<file path="config.mk">
export PLATFORM = sky130hd
export DESIGN_NAME = merge_seq_n
export DESIGN_NICKNAME = d
export VERILOG_FILES = /design/src/rtl/merge_seq_n.sv
export SDC_FILE = /design/constraint.sdc
export NUM_CORES = 1
export LEC_CHECK = 0
export CELL_PAD_IN_SITES_DETAIL_PLACEMENT = 1
export CELL_PAD_IN_SITES_GLOBAL_PLACEMENT = 1
export CORE_MARGIN = 3
export CORE_UTILIZATION = 43
export DETAILED_ROUTE_END_ITERATION = 7
export PLACE_DENSITY_LB_ADDON = 0.15
export SYNTH_ARGS = -nofsm -noshare
export SYNTH_HDL_FRONTEND = slang
export SYNTH_SLANG_ARGS = --single-unit
</file>
<file path="constraint.sdc">
create_clock -name clk -period 9.3 [get_ports clk]
set_input_delay 1.395 -clock clk [delete_from_list [all_inputs] [get_ports clk]]
set_output_delay 1.395 -clock clk [all_outputs]
set_load 0.005 [all_outputs]
</file>
<file path="src/rtl/merge_seq_n.sv">
// merge_seq_n: merges two pre-sorted N-key lists into one 2N-key sorted vector, one key per clock.
// Define MERGE_DESCENDING_EN to merge descending-sorted lists (key 0 of c is the largest).
module merge_seq_n #(
  parameter int WIDTH = 8,
  parameter int N     = 4
) (
  input  logic                   clk,
  input  logic                   rst,
  input  logic [1:0]             load,
  input  logic [2*N*WIDTH-1:0]   inba,
  input  logic                   start,
  output logic                   busy,
  output logic                   done,
  output logic [2*N*WIDTH-1:0]   c
);

  localparam int PW = $clog2(N + 1);
  localparam int OW = $clog2(2 * N + 1);

  typedef enum logic [1:0] {S_IDLE, S_MERGE, S_FIN} state_t;

  state_t state_q, state_d;

  logic [N-1:0][WIDTH-1:0]   a_q, b_q;
  logic [2*N-1:0][WIDTH-1:0] wbuf_q;
  logic [PW-1:0]             ia_q, ib_q;
  logic [OW-1:0]             o_q;

  logic [WIDTH-1:0] ka, kb;
  logic             a_left, b_left, a_wins, take_a, last;

  // Head-of-list keys; an exhausted pointer selects nothing and is masked by a_left/b_left.
  always_comb begin
    ka = '0;
    kb = '0;
    for (int i = 0; i < N; i++) begin
      if (ia_q == PW'(i)) ka = a_q[i];
      if (ib_q == PW'(i)) kb = b_q[i];
    end
    a_left = (ia_q != PW'(N));
    b_left = (ib_q != PW'(N));
`ifdef MERGE_DESCENDING_EN
    a_wins = (ka >= kb);
`else
    a_wins = (ka <= kb);
`endif
    take_a = !b_left || (a_left && a_wins);
    last   = (o_q == OW'(2 * N - 1));
  end

  always_comb begin
    state_d = state_q;
    case (state_q)
      S_IDLE:  if (start) state_d = S_MERGE;
      S_MERGE: if (last)  state_d = S_FIN;
      S_FIN:   state_d = S_IDLE;
      default: state_d = S_IDLE;
    endcase
  end

  always_ff @(posedge clk or posedge rst) begin
    if (rst) state_q <= S_IDLE;
    else     state_q <= state_d;
  end

  assign busy = (state_q != S_IDLE);

  always_ff @(posedge clk or posedge rst) begin
    if (rst) begin
      a_q    <= '0;
      b_q    <= '0;
      wbuf_q <= '0;
      ia_q   <= '0;
      ib_q   <= '0;
      o_q    <= '0;
      c      <= '0;
      done   <= 1'b0;
    end else begin
      done <= 1'b0;
      case (state_q)
        S_IDLE: begin
          if (load[0]) a_q <= inba[N*WIDTH-1:0];
          if (load[1]) b_q <= inba[2*N*WIDTH-1:N*WIDTH];
          if (start) begin
            ia_q <= '0;
            ib_q <= '0;
            o_q  <= '0;
          end
        end
        S_MERGE: begin
          for (int k = 0; k < 2 * N; k++)
            if (o_q == OW'(k)) wbuf_q[k] <= take_a ? ka : kb;
          if (take_a) ia_q <= ia_q + PW'(1);
          else        ib_q <= ib_q + PW'(1);
          o_q <= o_q + OW'(1);
        end
        S_FIN: begin
          // Result is published atomically; c never shows a partial merge.
          c    <= wbuf_q;
          done <= 1'b1;
        end
        default: ;
      endcase
    end
  end

endmodule

</file>
==> results.py <==
metrics = {
    "outcome": {
        "run_status": "finished, final reports clean",
    },
    "clocking": {
        "clock_buffer_depth": 3,
        "cts.clk_slew.worst_paths_ns": 0.06,
        "clock_latency_ns": 0.49,
        "ctsHoldBuffers": 0,
        "number_of_buffers_added_by_the_clock_tree_synthesis_step": 21,
        "tritoncts_num_sinks": 205,
        "cts_root_buf": "sky130_fd_sc_hd__clkbuf_16",
        "cts_tree": "built",
        "clock_tree.htree_level_count": 1,
        "post_cts_buffers": 0,
        "cts-resized-gates": 0,
    },
    "power_and_ir_drop": {
        "ir_drop_v": 0.000217,
        "internal_power_mw": 2.67,
        "totalPowerFinal_mw": 4.40,
        "clock_power_share": 0.190,
        "pwr_density_cell_nw_per_um2": 405,
        "power.combinational.fraction": 0.463,
        "leakage_nw": 5.03,
        "power_switching_share": 0.394,
        "total_switching_power_mw": 1.74,
        "p_seq_frac": 0.347,
    },
    "worst_setup_path": {
        "regToRegSetupSlack_ns": 4.46,
        "cpLargestDelayFamily": "compound AO/OA/AOI/OAI gates",
        "cp-start-kind": "flip-flop",
        "critPathMaxStageDelay_ns": 0.94,
        "reg2reg_to": "wbuf_q[3]",
        "critical_path_class": "flip-flop to flip-flop",
        "critical_path.endpoint_type": "flip-flop",
        "cpMaxStageDelayCell": "sky130_fd_sc_hd__a21oi_1",
        "critical_path_cell_count": 12,
        "critical_path_peak_fanout": 14,
        "required_ns": 9.69,
        "regToRegStartpoint": "ia_q[0]",
        "worstPathCellList": "ha_1 > ha_1 > nor2_1 > o21ai_0 > o21ai_0 > ha_1 > nand4_1 > a211oi_1 > a32o_1 > a21oi_1 > o22ai_2 > o21ai_0",
        "worstPathBufferInverterCount": 0,
        "worstRegToRegCells": 12,
        "cp_data_arrival_time_ns": 5.24,
    },
    "cells_and_area": {
        "area_growth_syn_to_layout_pct": 25.8,
        "stdcell_count": 1156,
        "postLayoutCellArea_sq_um": 10900,
        "finish.utilization": 0.555,
        "final_layout_size_suffix_gt1_frac": 0.177,
        "insertedDiodeCount": 0,
        "fillCellCount": 2058,
        "final_nets": 970,
    },
    "yosys": {
        "yosys_register_bits": 205,
        "synth-edff-count": 0,
        "syn_area_per_cell_sq_um": 11.4,
        "yosys_warn_count": 0,
        "synth_area_sq_um": 8640,
        "postSynth.asyncResetShare": 1.00,
        "dominantRegCellSynth": "sky130_fd_sc_hd__dfrtp_1",
        "number_of_library_cell_types_mapped_by_synthesis": 40,
        "postSynthNetCount": 846,
        "synth_seq_area_share": 0.594,
        "syn_inst_count": 755,
    },
    "timing": {
        "finalSetupViolCount": 0,
        "setup_repair_after_global_routing_missed_its_margin": "no",
        "timing.slew.headroom": 0.177,
        "hold_viol_final": 0,
        "final_worst_hold_slack_ns": 0.466,
        "fin_crit_sh": 0.521,
        "tns_ns": 0,
        "worst_slack_ns": 4.46,
        "max_clock_freq_mhz": 207,
        "clock-skew-final_ns": 0.00667,
        "tightest_slew_ns": 1.24,
        "post-route-min-period_ns": 4.84,
        "timing.final.max_slew_violations": 0,
    },
    "flow_run": {
        "max_cap_viol_count": 0,
    },
    "detailed_routing": {
        "vias_per_cell": 5.20,
        "drc": 0,
        "ant_nets": 0,
        "drt_first_pass_iters": 4,
        "violation_count_after_the_first_detailed_route_iteration": 287,
        "wl_um": 21500,
        "routed_wire_length_per_instance_um": 18.6,
        "vias": 6006,
    },
    "floorplan": {
        "fp.coreArea_sq_um": 19600,
        "start_util": 0.441,
        "die_width_um": 148,
        "die_area_sq_um": 21800,
        "core.rowCount": 51,
        "io-pin-count": 135,
        "die_y_um": 148,
    },
    "placed_design": {
        "finalWeightedCongestion": 0.882,
        "inst_count_dp": 1121,
        "dpl_worst_slack_ns": 4.57,
        "dpl_cell_area_sq_um": 10200,
        "port-buffer-count": 134,
        "dpl.hpwl_um": 15000,
    },
    "hold_path": {
        "hold_path_depth": 2,
        "worstHoldEndpoint": "c[19]",
        "hp-start": "wbuf_q[19]",
        "hold_path_class": "flip-flop to flip-flop",
    },
    "global_route": {
        "track_usage": 0.199,
        "grt_max_degree": 124,
        "first_global_vias": 6722,
        "grt_remaining_overflow": 0,
        "wire_length_of_the_first_global_routing_pass_um": 35300,
        "antenna_found_initial": 0,
    },
}
## final cells by class
cell class	count	area (sq um)	share of cell area
inverter	14	60.1	0.00553
clock buffer	31	613	0.0564
clock inverter	4	70.1	0.00645
multi-input combinational	499	3290	0.303
timing repair buffer	138	1370	0.126
sequential	205	5130	0.472
tap	265	332	0.0305
## kinds of logic (layout without fill, tap and decap cells)
kind of cell,Yosys count,after routing,synth area share
AO/OA/AOI/OAI,94,94,0.0816
adder cells (fa/ha/maj),22,22,0.0319
buffers and inverters,51,187,0.0256
flip-flops,205,205,0.594
multiplexers,106,106,0.138
AND/OR/NAND/NOR,277,277,0.129
## cell usage after synthesis (2+ instances only)
cell                       count  share of area
sky130_fd_sc_hd__a22o_1        3         0.0030
sky130_fd_sc_hd__o21bai_1      2         0.0017
sky130_fd_sc_hd__a221o_2       4         0.0052
sky130_fd_sc_hd__mux2_2      105           0.14
sky130_fd_sc_hd__nand2b_1     15          0.011
sky130_fd_sc_hd__a21oi_1       6         0.0035
sky130_fd_sc_hd__a221o_1       8         0.0093
sky130_fd_sc_hd__nor2_1        9         0.0039
sky130_fd_sc_hd__buf_2         9         0.0052
sky130_fd_sc_hd__a221oi_1      5         0.0051
sky130_fd_sc_hd__nand3_1       5         0.0029
sky130_fd_sc_hd__nand2_1     240           0.10
sky130_fd_sc_hd__o22ai_2       3         0.0043
sky130_fd_sc_hd__a32oi_1       8         0.0081
sky130_fd_sc_hd__o22a_2        4         0.0046
sky130_fd_sc_hd__a32o_1        6         0.0070
sky130_fd_sc_hd__o21ai_0      36          0.021
sky130_fd_sc_hd__o32ai_1       2         0.0020
sky130_fd_sc_hd__ha_1         22          0.032
sky130_fd_sc_hd__buf_6         2         0.0026
sky130_fd_sc_hd__nor2b_1       3         0.0022
sky130_fd_sc_hd__inv_1        13         0.0057
sky130_fd_sc_hd__clkbuf_1     21         0.0091
sky130_fd_sc_hd__dfrtp_1     205           0.59
sky130_fd_sc_hd__buf_1         4         0.0017
## routing by layer
layer / up-vias / track usage / share of wire
met5: - / 0 / 0
li1: 2816 / - / -
met2: 125 / 0.352 / 0.51
met4: 0 / 0.0508 / 0.018
met1: 3038 / 0.260 / 0.44
met3: 27 / 0.0267 / 0.037
## registers in the layout, indices dropped and copies added (netlist names)
name     flops
o_q          4
ib_q         3
wbuf_q      64
a_q         32
done         1
state_q      2
b_q         32
ia_q         3
c           64
## placed cells by master (no fill, tap or decap), drive strengths merged
| cell type | Yosys | routed |
|---|---|---|
| nand2 | 240 | 240 |
| dfrtp | 205 | 205 |
| clkdlybuf4s50 | 0 | 134 |
| mux2 | 105 | 105 |
| o21ai | 36 | 36 |
| clkbuf | 21 | 31 |
| ha | 22 | 22 |
| nand2b | 15 | 15 |
| inv | 13 | 13 |
| a221o | 12 | 12 |
| nor2 | 9 | 9 |
| a32oi | 8 | 8 |
| a21oi | 6 | 6 |
| a32o | 6 | 6 |
| a221oi | 5 | 5 |
| nand3 | 5 | 5 |
| o22a | 4 | 4 |
| buf | 16 | 4 |
| nor2b | 4 | 4 |
| o22ai | 4 | 4 |
| a22o | 3 | 3 |
| clkinv | 1 | 3 |
| o21bai | 2 | 2 |
| o32ai | 2 | 2 |
| bufinv | 0 | 2 |
| mux2i | 1 | 1 |
| nand4 | 1 | 1 |
| a211oi | 1 | 1 |
| o21a | 1 | 1 |
| a21o | 1 | 1 |
| o311ai | 1 | 1 |
| a2bb2oi | 1 | 1 |
| a22oi | 1 | 1 |
| and3 | 1 | 1 |
| nor4b | 1 | 1 |
| or2 | 1 | 1 |
## worst min-delay path, delay by kind of cell (launching register included)
family,cells,cell delay [ns]
flops,1,0.34
simple gates,2,0.10
## power by group through the flow
| stage | combinational [mW] | sequential (mW) | clock, mW |
|---|---|---|---|
| after floorplan | 1.32 | 1.45 | 0 |
| after global placement | 1.94 | 1.53 | 0 |
| after detailed placement | 2.05 | 1.55 | 0 |
| after CTS | 2.07 | 1.53 | 0.858 |
| after global routing | 2.24 | 1.58 | 0.904 |
| final | 2.04 | 1.53 | 0.838 |
## worst max-delay path by stage
stage,start,to,slack (ns)
detailed placement,ia_q[0],wbuf_q[3],4.57
finish,ia_q[0],wbuf_q[3],4.46
floorplan,rst,a_q[0],2.31
global route,ia_q[0],wbuf_q[51],4.10
global placement,ia_q[0],wbuf_q[59],4.75
CTS,ia_q[0],wbuf_q[21],4.54
No activity file was read; power rests on OpenSTA's default activity.
